$ cat config.mk
export PLATFORM = sky130hd
export DESIGN_NAME = inst_encoder
export DESIGN_NICKNAME = d
export VERILOG_FILES = /design/src/rtl/inst_encoder.sv
export SDC_FILE = /design/constraint.sdc
export NUM_CORES = 1
export LEC_CHECK = 0
export BUFFER_PORTS_ARGS = -buffer_cell sky130_fd_sc_hd__buf_4
export CAP_MARGIN = 25
export CELL_PAD_IN_SITES_DETAIL_PLACEMENT = 0
export CELL_PAD_IN_SITES_GLOBAL_PLACEMENT = 1
export CORE_MARGIN = 4
export CORE_UTILIZATION = 40
export DETAILED_ROUTE_END_ITERATION = 16
export HOLD_SLACK_MARGIN = 0.15
export PLACE_DENSITY_LB_ADDON = 0.1
export SLEW_MARGIN = 20
export SYNTH_ARGS = -nofsm -noshare
export SYNTH_HDL_FRONTEND = slang
export SYNTH_SLANG_ARGS = --single-unit
$ cat constraint.sdc
create_clock -name clk_i -period 4 [get_ports clk_i]
set_input_delay 0 -clock clk_i [delete_from_list [all_inputs] [get_ports clk_i]]
set_output_delay 0 -clock clk_i [all_outputs]
set_load 0.01 [all_outputs]
$ cat src/rtl/inst_encoder.sv
// RV32I field-to-word encoder feeding a 2-entry output FIFO tagged with sequential addresses.
// 1-cycle latency; in_ready_o drops when the FIFO holds 2 words, independent of out_ready_i.
module inst_encoder #(
    parameter logic [31:0] BASE_ADDR = 32'h0000_0000
) (
    input  logic        clk_i,
    input  logic        rst_i,
    input  logic        in_valid_i,
    output logic        in_ready_o,
    input  logic [6:0]  opcode_i,
    input  logic [2:0]  funct3_i,
    input  logic [6:0]  funct7_i,
    input  logic [4:0]  rs1_i,
    input  logic [4:0]  rs2_i,
    input  logic [4:0]  rd_i,
    input  logic [31:0] imm_i,
    output logic        out_valid_o,
    input  logic        out_ready_i,
    output logic [31:0] inst_o,
    output logic [31:0] addr_o,
    output logic        err_o
);

    localparam logic [6:0] OP_R     = 7'b0110011;
    localparam logic [6:0] OP_JALR  = 7'b1100111;
    localparam logic [6:0] OP_LOAD  = 7'b0000011;
    localparam logic [6:0] OP_IMM   = 7'b0010011;
    localparam logic [6:0] OP_STORE = 7'b0100011;
    localparam logic [6:0] OP_BR    = 7'b1100011;
    localparam logic [6:0] OP_AUIPC = 7'b0010111;
    localparam logic [6:0] OP_LUI   = 7'b0110111;
    localparam logic [6:0] OP_JAL   = 7'b1101111;
    localparam logic [31:0] NOP     = 32'h0000_0013;

    typedef struct packed {
        logic [31:0] inst;
        logic [31:0] addr;
        logic        err;
    } entry_t;

    entry_t [1:0] mem_q, mem_d;
    logic         rd_ptr_q, rd_ptr_d;
    logic         wr_ptr_q, wr_ptr_d;
    logic [1:0]   count_q, count_d;
    logic [31:0]  addr_q, addr_d;

    logic [31:0]  enc_inst;
    logic         enc_err;
    logic         fits12, fits13, fits21, is_shift;
    logic         push, pop;
    entry_t       head;

    // An immediate fits N signed bits when everything above bit N-1 replicates bit N-1.
    assign fits12   = (imm_i[31:11] == {21{imm_i[11]}});
    assign fits13   = (imm_i[31:12] == {20{imm_i[12]}});
    assign fits21   = (imm_i[31:20] == {12{imm_i[20]}});
    assign is_shift = (opcode_i == OP_IMM) && (funct3_i == 3'b001 || funct3_i == 3'b101);

    always_comb begin
        enc_inst = NOP;
        enc_err  = 1'b1;
        case (opcode_i)
            OP_R: begin
                enc_inst = {funct7_i, rs2_i, rs1_i, funct3_i, rd_i, opcode_i};
                enc_err  = 1'b0;
            end
            OP_JALR, OP_LOAD, OP_IMM: begin
                if (is_shift) begin
                    enc_inst = {funct7_i, imm_i[4:0], rs1_i, funct3_i, rd_i, opcode_i};
                    enc_err  = |imm_i[31:5];
                end else begin
                    enc_inst = {imm_i[11:0], rs1_i, funct3_i, rd_i, opcode_i};
                    enc_err  = ~fits12;
                end
            end
            OP_STORE: begin
                enc_inst = {imm_i[11:5], rs2_i, rs1_i, funct3_i, imm_i[4:0], opcode_i};
                enc_err  = ~fits12;
            end
            OP_BR: begin
                enc_inst = {imm_i[12], imm_i[10:5], rs2_i, rs1_i, funct3_i,
                            imm_i[4:1], imm_i[11], opcode_i};
                enc_err  = ~fits13 | imm_i[0];
            end
            OP_AUIPC, OP_LUI: begin
                enc_inst = {imm_i[31:12], rd_i, opcode_i};
                enc_err  = |imm_i[11:0];
            end
            OP_JAL: begin
                enc_inst = {imm_i[20], imm_i[10:1], imm_i[11], imm_i[19:12], rd_i, opcode_i};
                enc_err  = ~fits21 | imm_i[0];
            end
            default: begin
                enc_inst = NOP;
                enc_err  = 1'b1;
            end
        endcase
    end

    assign in_ready_o  = (count_q != 2'd2);
    assign out_valid_o = (count_q != 2'd0);
    assign push        = in_valid_i & in_ready_o;
    assign pop         = out_valid_o & out_ready_i;

    always_comb begin
        mem_d    = mem_q;
        rd_ptr_d = rd_ptr_q;
        wr_ptr_d = wr_ptr_q;
        addr_d   = addr_q;
        count_d  = count_q;
        if (push) begin
            mem_d[wr_ptr_q] = '{inst: enc_inst, addr: addr_q, err: enc_err};
            wr_ptr_d        = ~wr_ptr_q;
            addr_d          = addr_q + 32'd4;
        end
        if (pop) begin
            rd_ptr_d = ~rd_ptr_q;
        end
        if (push && !pop) begin
            count_d = count_q + 2'd1;
        end else if (pop && !push) begin
            count_d = count_q - 2'd1;
        end
    end

    always_ff @(posedge clk_i or posedge rst_i) begin
        if (rst_i) begin
            mem_q    <= '0;
            rd_ptr_q <= 1'b0;
            wr_ptr_q <= 1'b0;
            count_q  <= 2'd0;
            addr_q   <= BASE_ADDR;
        end else begin
            mem_q    <= mem_d;
            rd_ptr_q <= rd_ptr_d;
            wr_ptr_q <= wr_ptr_d;
            count_q  <= count_d;
            addr_q   <= addr_d;
        end
    end

    assign head   = mem_q[rd_ptr_q];
    assign inst_o = out_valid_o ? head.inst : 32'd0;
    assign addr_o = out_valid_o ? head.addr : 32'd0;
    assign err_o  = out_valid_o & head.err;

endmodule

### Word level (Yosys, flattened, before mapping)

Index checks and enable logic that the tools add are counted.
Widths: inputs -> output; s select.

| word-level totals | value |
|---|---|
| register bits after elaboration | 166 |
| bits in latches | 0 |
| memory bits (writable) | 0 |
| ROM bits | 0 |
| input bits | 68 |
| word-level logic and storage cells | 67 |
| memories kept | 0 |

| operators by class | value |
|---|---|
| add/sub/neg operators | 3 |
| multipliers | 0 |
| div/mod/pow operators | 0 |
| order comparisons | 3 |
| equality and inequality tests | 15 |
| shift-type cells | 0 |
| muxes and demuxes | 13 |
| bitwise logic cells | 10 |
| reductions and logical operators | 13 |

Operator list:

| cell | count |
|---|---|
| $mux 65 | 3 |
| $pmux 32 s6 | 1 |
| $bwmux 130 | 1 |
| $mux 32 | 3 |
| $demux 65 s1 | 1 |
| $add 32x3->32 const B | 1 |
| $reduce_or 27->1 | 1 |
| $eq 7x6->1 const B | 3 |
| $eq 7x7->1 const B | 3 |
| $eq 20x20->1 | 1 |
| $eq 19x19->1 | 1 |
| $eq 7x5->1 const B | 2 |
| $reduce_or 12->1 | 1 |
| $eq 11x11->1 | 1 |
| $eq 7x2->1 const B | 1 |
| $pmux 1 s6 | 1 |
| $not 1->1 | 5 |
| $logic_and 1x1->1 | 4 |
| $lt 1x2->1 const B | 2 |
| $mux 2 | 2 |
| $reduce_bool 2->1 | 2 |
| $and 1x1->1 | 3 |
| $eq 3x1->1 const B | 1 |
| $eq 3x3->1 const B | 1 |
| 10 further kinds | 12 |

### Logic depth before layout (Yosys ltp)

Gate-level depths: netlist of the first run.

| depth | value |
|---|---|
| word-level depth | 6 |
| gate-level depth with buffers | 8 |

### Least setup slack after synthesis of the first run

OpenSTA, ideal clock, no wires.

| path | value |
|---|---|
| kind | flip-flop to flip-flop |
| from | reg count_q[0] |
| to | reg mem_q[68] in the netlist's numbering |
| setup time | 0.125 ns |
| data arrival time | 1.673 ns |
| setup slack | 2.202 ns |
| cell stages (with the launch flop) | 8 |
| clock period less this slack | 1.798 ns |
| path through | dfrtp_1 > nand2b_4 > nand2_1 > inv_1 > nand2_1 > buf_2 > buf_2 > mux2_2 |

| between the ends | value |
|---|---|
| cells in the longest elaborated chain, start to end | 2 |

RTL lines:

| element | RTL line | text |
|---|---|---|
| start: declaration | 44 | `logic [1:0] count_q, count_d;` |
| start signal: assignment | 137 | `count_q <= count_d;` |
| $ne 2x2->1 | 100 | `assign in_ready_o = (count_q != 2'd2);` |
| via in_ready_o | 9 | `output logic in_ready_o,` |
| $and 1x1->1 | 102 | `assign push = in_valid_i & in_ready_o;` |
| via push | 50 | `logic push, pop;` |
| end signal: assignment | 134 | `mem_q <= mem_d;` |
| end: declaration | 41 | `entry_t [1:0] mem_q, mem_d;` |

The timed path passes the listed nets, and every way through them passes these cells.
A chain may end at the register's enable or synchronous reset.

### Final worst setup path of the first run

| path | value |
|---|---|
| from | in opcode_i[3] |
| to | reg mem_q[48] in the netlist's numbering |

| between the ends | value |
|---|---|
| cells in the longest elaborated chain, start to end | 4 |
| elaborated cells on any way between the ends | 13 |
| those cells by class | 9 x eq/ne; 2 x mux; 2 x reduce/logical |

RTL lines:

| element | RTL line | text |
|---|---|---|
| start: declaration | 10 | `input logic [6:0] opcode_i,` |
| $eq 7x5->1 (tied with other cells) | 62 | `case (opcode_i)` |
| $reduce_or 3->1 or $reduce_or 2->1 (tied branches) | 62 |  |
| $pmux 32 s6 * | 62 |  |
| $bwmux 130 * | 112 | `mem_d[wr_ptr_q] = '{inst: enc_inst, addr: addr_q, err: enc_err};` |

Every way passes the cells marked *; elsewhere a longest branch is shown, timed or not.

==> results of run 1 <==
## routing by layer
layer | vias up | part of all wire | track usage | wire length (µm)
met1 | 3027 | 0.46 | 0.254 | 9260
met2 | 157 | 0.48 | 0.308 | 9560
met4 | 0 | 0.015 | 0.0499 | 296
met3 | 22 | 0.043 | 0.0349 | 869
met5 | - | 0 | 0 | 0
li1 | 2928 | - | - | -
## area by class of cell
cell class,instances,area share
Clock buffer,19,0.0440
Clock inverter,13,0.0191
Inverter,9,0.00365
Multi-Input combinational cell,519,0.351
Sequential cell,160,0.389
Tap cell,260,0.0316
Timing Repair Buffer,196,0.161
## worst min-delay path by stage
stage	from	cells after the start	to	slack, ps
after floorplan	out_ready_i	2	rd_ptr_q	180
after global placement	rst_i	3	mem_q[33]	320
after detailed placement	out_ready_i	3	rd_ptr_q	340
after CTS	imm_i[10]	6	mem_q[65]	190
after global routing	opcode_i[0]	4	mem_q[35]	250
final	imm_i[10]	6	mem_q[65]	190
## kinds of logic (layout without fill, tap and decap cells)
logic type / count (synthesis) / count (layout) / share of synthesized area
other: 1 / 2 / 0.000479
AND/OR/NAND/NOR: 240 / 240 / 0.147
XOR/XNOR: 35 / 35 / 0.0392
adder cells (fa/ha/maj): 3 / 3 / 0.00480
buffers and inverters: 54 / 237 / 0.0301
multiplexers: 129 / 129 / 0.175
AO/OA/AOI/OAI: 110 / 110 / 0.0911
flip-flops: 160 / 160 / 0.512
## power by group
| group | switching (mW) | internal (mW) | total (mW) |
|---|---|---|---|
| Sequential | 0.199 | 1.92 | 2.12 |
| Combinational | 1.15 | 0.925 | 2.07 |
| Clock | 0.680 | 1.09 | 1.77 |
| Total | 2.03 | 3.94 | 5.96 |
## worst min-delay path, delay by kind of cell
kind | cells | cell delay (ps)
buf+inv | 1 | 80
mux | 1 | 160
simple gates | 2 | 140
compound gates | 2 | 190
## sequential cells by signal (all words and copies together), names as in the netlist
register,count
addr_q,30
rd_ptr_q,1
count_q,2
mem_q,126
wr_ptr_q,1
## per-stage QoR
step                      std cells   util  instance area, µm²  hold WS [ps]  total power, mW
after floorplan                 733      -                7830           175             3.41
after global placement         1086  0.477                9040           317             4.15
after detailed placement       1086  0.477                9040           339             4.20
after CTS                      1175  0.541               10300           191             6.02
after global routing           1176  0.543               10300           253             6.32
final                          1176  0.543               10300           189             5.96
## cells in the final DEF, fill, tap and decap left out, types with 3 or more instances in the layout
master and n:
a21oi_1 35, a222oi_1 11, a22oi_1 13, and2_1 5, and3_1 8, buf_4 136, bufinv_16 4, clkbuf_16 17
dfrtp_1 159, dlygate4sd3_1 57, ha_1 3, inv_1 8, inv_6 4, mux2_2 65, mux2i_1 64, nand2_1 51
nand2b_1 3, nand3_1 16, nand4_1 13, nor2_1 107, nor3_1 5, nor4_1 6, o21ai_0 33, xnor2_1 27
xor2_1 8
==> out/results.ini, run 1 <==
[status]
run_status = complete, no violations

[logic_synthesis]
synth_commonest_cells = dfrtp_1 (160), nor2_1 (108), mux2_2 (65), mux2i_1 (64), nand2_1 (52)
syn_area_um2 = 7830
ys_ff_latch = 160
synth_area_leaders = dfrtp_1 (51%), mux2_2 (9.4%), mux2i_1 (8.2%)
synth-async-reset-ratio = 1.00
yosys.cell_types.count = 59
syn_inst = 732
syn_area_per_cell_um2 = 10.7
synth_most_common_cell = dfrtp_1
synth_edf_count = 0
synthFlopType = dfrtp_1
synth_top_area_frac = 0.512
yosysWarnings = 0
yosysSeqAreaShare = 0.512
synth_area_leader_cell = dfrtp_1

[critical_path]
critPathLaunchType = primary input
max_stage_delay_ps = 670
r2r-start = count_q[0]
r2r_end = mem_q[19]
cp.depth = 8
criticalPathCategory = in2reg
endpoint = mem_q[48]
rrSetupSlack_ps = 1650
cp_slowest_cell = and3_1
cp_top_family = simple AND/OR/NAND/NOR gates
cp-startpoint = opcode_i[3]
worstRegToRegCells = 5
critPathArrivalTime_ps = 3110
path_cells = dlygate4sd3_1 -> buf_4 -> nor2_1 -> and3_1 -> nand2b_1 -> a22oi_1 -> dlygate4sd3_1 -> a21oi_1
crit_top_cell = dlygate4sd3_1
required_ps = 4340
cp.buffers_inverters = 3
endpoint_kind = flop
worst-path-max-fanout = 15

[die]
core_um2 = 19000
ios = 135
die_w_um = 148
num_rows = 50
start_util = 0.413
dieArea_um2 = 21900
dieHeight_um = 148

[clocking]
path_clk_slew_ps = 60
post_cts_buffers = 0
insertion_delay_ps = 420
numCtsBuffers = 17
clockBufferDepth = 2
cts_num_sinks = 160
root_buffer = clkbuf_16
cts_resized = 0
ctsHtreeMaxLevel = 4
cts_tree = built
cts_hold_buf = 57

[placement]
hpwl_um = 13800
dp_slack_ps = 1600
gp_congestion = 0.818
io_buffer_count = 132

[power]
p_leak_nw = 4.81
ir_drop_v = 0.000341
powerDensity_nw_per_um2 = 579

[timing]
tightestPinTransition_ps = 845
rsz0062_at_grt = no
hold_viol = 0
finalMaxSlewViolations = 0
period_share = 0.694
setup_violations = 0
tns_ps = 0
slew_headroom = 0.436
fmax_ghz = 0.360
clock_skew_ps = 11.1
worst_slack_ps = 1220
layout_min_cycle_time_ps = 2780

[global_routing]
antenna_found_initial = 0
track_usage = 0.187
grt-ovfl-total = 0
grt_pass1_wl_um = 33100
grt_max_degree = 161
first_global_vias = 6421

[detailed_routing]
ant_nets = 0
dr.pass1.iters = 6
via_per_inst = 5.22
remaining_drc_errors = 0
totalWireLength_um = 20000
vias = 6134
post_drt_wl_per_cell_um = 17.0
drt-initial-drc-count = 422

[hold_path]
hold_path_class = in2reg

[final_layout]
drive_gt1_frac = 0.276
layout.nets = 974
seq_area_um2 = 4010
nFillCells = 1647
area.growth.synth_to_final_pct = 31.5
num_antenna_cells = 0
multi_input_area_um2 = 3610

[flow_run]
maxCapViolations = 0

No activity file was read; power rests on OpenSTA's default activity.
==> run 2, diff against run 1 <==
Settings changed: ABC_AREA set to 1, CORE_UTILIZATION 40 to 41.
Clock period 4 ns to 2.6 ns, I/O delays scaled along.
==> run 2 against run 1 <==
Power is 55% higher. Critical path depth is 4 higher. Flip-flop and latch count stayed put. Sequential power is 57% higher. Core utilization hardly changed. Register-to-register slack worse by 920 ps. Final cell count is 32% higher. Die area is 1.8% higher. Synthesized area is 4.5% higher. Critical path type unchanged. Largest cell class unchanged.
==> out/results.ini, run 2 <==
[status]
run_status = complete, no violations

[critical_path]
endpoint_kind = flop
critPathArrivalTime_ps = 2670  ; -440 ps
required_ps = 2870  ; -1470 ps
critPathLaunchType = primary input
criticalPathCategory = in2reg
worst-path-max-fanout = 7  ; -8

[logic_synthesis]
synth-async-reset-ratio = 1.00  ; unchanged
yosysWarnings = 0  ; unchanged
synth_area_leaders = dfrtp_1 (49%), nand2_1 (19%), o21ai_0 (7.4%)
syn_area_um2 = 8180  ; +4.5%
ys_ff_latch = 160  ; unchanged
synth_most_common_cell = nand2_1
yosysSeqAreaShare = 0.490  ; -0.0219
yosys.cell_types.count = 32  ; -46%
syn_area_per_cell_um2 = 7.41  ; -31%
syn_inst = 1103  ; +51%
synth_edf_count = 0  ; unchanged
synth_top_area_frac = 0.490  ; -0.0219
synth_commonest_cells = nand2_1 (419), dfrtp_1 (160), o21ai_0 (121), inv_1 (99), a21oi_1 (73)
synthFlopType = dfrtp_1
synth_area_leader_cell = dfrtp_1

[detailed_routing]
via_per_inst = 4.84  ; -7.2%
ant_nets = 0  ; unchanged
post_drt_wl_per_cell_um = 14.9  ; -13%
drt-initial-drc-count = 448  ; +6.2%
dr.pass1.iters = 5  ; -1
vias = 7504  ; +22%
totalWireLength_um = 23000  ; +15%
remaining_drc_errors = 0  ; unchanged

[final_layout]
layout_commonest_cell = nand2_1
top_regs = mem_q: 126 flops, addr_q: 30 flops, count_q: 2 flops
mostFrequentLayoutCells = nand2_1 (417), dfrtp_1 (159), buf_4 (141)
top_register = mem_q
layout.nets = 1344  ; +38%
num_antenna_cells = 0  ; unchanged
drive_gt1_frac = 0.156  ; -0.121
nFillCells = 1963  ; +19%
multi_input_area_um2 = 3600  ; -0.35%
area.growth.synth_to_final_pct = 29.7
seq_area_um2 = 4010  ; about the same
largest_register_ffs = 126  ; unchanged

[power]
intPower_mw = 5.78  ; +47%
switchingPower_mw = 3.43  ; +70%
ir_drop_v = 0.000717  ; +110%
powerDensity_nw_per_um2 = 869  ; +50%
p_comb_frac = 0.364  ; +0.017
clockPowerShare = 0.277  ; -0.020
p_leak_nw = 5.40  ; +12%
seqPwrFrac = 0.360  ; +0.005
power.share.switching = 0.373  ; +0.0328

[clocking]
post_cts_buffers = 0  ; unchanged
ctsHtreeMaxLevel = 4  ; unchanged
clockBufferDepth = 2  ; unchanged
insertion_delay_ps = 420  ; about the same
numCtsBuffers = 17  ; unchanged
path_clk_slew_ps = 60  ; about the same
cts_num_sinks = 160  ; unchanged
root_buffer = clkbuf_16
cts_tree = built

[timing]
whs_ps = 199  ; +9.45 ps
finalMaxSlewViolations = 0  ; unchanged
tightestPinTransition_ps = 805  ; -39.9 ps
slew_headroom = 0.463  ; +0.0266
period_share = 0.920
fmax_ghz = 0.418
tns_ps = 0  ; unchanged
rsz0062_at_grt = no
layout_min_cycle_time_ps = 2390
clock_skew_ps = 8.29  ; -2.77 ps
hold_viol = 0  ; unchanged
setup_violations = 0  ; unchanged

[global_routing]
first_global_vias = 7544  ; +17%
grt-ovfl-total = 0  ; unchanged
track_usage = 0.217  ; +0.0304
antenna_found_initial = 0  ; unchanged
grt_max_degree = 88  ; -45%
grt_pass1_wl_um = 38700  ; +17%

[die]
core_um2 = 19500  ; +3.0%
die_w_um = 149  ; +0.91%
num_rows = 51  ; +2.0%
dieHeight_um = 149  ; +0.91%
dieArea_um2 = 22300  ; +1.8%
ios = 135  ; unchanged
start_util = 0.419  ; +0.00588

[placement]
io_buffer_count = 132  ; unchanged
gp_congestion = 0.915  ; +12%
hpwl_um = 16000  ; +17%

[hold_path]
hold_path_class = in2async

[flow_run]
maxCapViolations = 0  ; unchanged

run 2: cell types whose count changed after synthesis, sizes merged, moves of 38 or more:
| cell | previous run | this run |
|---|---|---|
| o21ai | 33 | 122 |
| nand2 | 52 | 423 |
| mux2 | 65 | 0 |
| inv | 9 | 104 |
| a21oi | 35 | 73 |
| mux2i | 64 | 0 |
| nor2 | 109 | 69 |
run 2: cell type report:
| class | count | share of cell area |
|---|---|---|
| tap | 265 | 0.0313 |
| clock buffer | 23 | 0.0451 |
| inverter | 104 | 0.0372 |
| clock inverter | 9 | 0.0114 |
| multi-input combinational | 790 | 0.339 |
| timing repair buffer | 200 | 0.158 |
| sequential | 160 | 0.378 |
run 2: logic make-up after synthesis:
family,share of synthesized area
other,0.000459
AND/OR/NAND/NOR,0.274
buffers and inverters,0.0735
adder cells (fa/ha/maj),0.00459
flip-flops,0.490
XOR/XNOR,0.0300
AO/OA/AOI/OAI,0.128
run 2: worst paths after layout:
kind	startpoint	to	slack [ps]	cells past startpoint
max	opcode_i[5]	mem_q[126]	210	12
min	rst_i	mem_q[48]	200	3
max reg2reg	count_q[0]	mem_q[78]	730	7
min reg2reg	mem_q[34]	mem_q[34]	450	2
max in group asynchronous	rst_i	rd_ptr_q	1550	4
min in group clk_i	opcode_i[2]	mem_q[39]	200	5
run 2: power groups by stage:
stage               Clock (mW)  Sequential (mW)  Combinational [mW]
CTS                       2.60             3.32                3.42
global route              2.70             3.40                3.79
finish                    2.55             3.32                3.35
detailed placement           0             3.36                3.35
global placement             0             3.35                3.33
floorplan                    0             3.27                2.00
run 2: worst max-delay path: stages:
cell	delay (ps)
dlygate4sd3_1	540
buf_4	150
nand2_1	60
nor2_1	40
nand2_1	200
nand2_4	130
a22oi_1	140
dlygate4sd3_1	580
o21ai_0	90
dlygate4sd3_1	580
nand2_1	60
o21ai_0	90
run 2: repair_timing:
item,4_1_cts,5_1_grt
resized for setup,0,3
endpoints found under the hold margin,90,0
endpoints found under the setup margin,0,4
hold buffers,56,0
run 2: stage by stage:
step	setup slack (ps)	std cells	utilization	cell area [µm²]	power, mW
2_1_floorplan	571	1104	-	8180	5.26
3_3_place_gp	768	1463	0.483	9440	6.68
3_5_place_dp	718	1463	0.483	9440	6.71
4_1_cts	88.0	1551	0.543	10600	9.33
5_1_grt	20.3	1551	0.543	10600	9.89
6_report	207	1551	0.543	10600	9.22
run 2: per-layer routing:
layer  up-vias  wire (µm)  part of all wire  GRT usage
li1       3829          -                 -          -
met1      3488      11400              0.49      0.319
met2       168      10300              0.45      0.339
met3        19       1080             0.047     0.0328
met4         0        283             0.012     0.0535
met5         -          0                 0          0
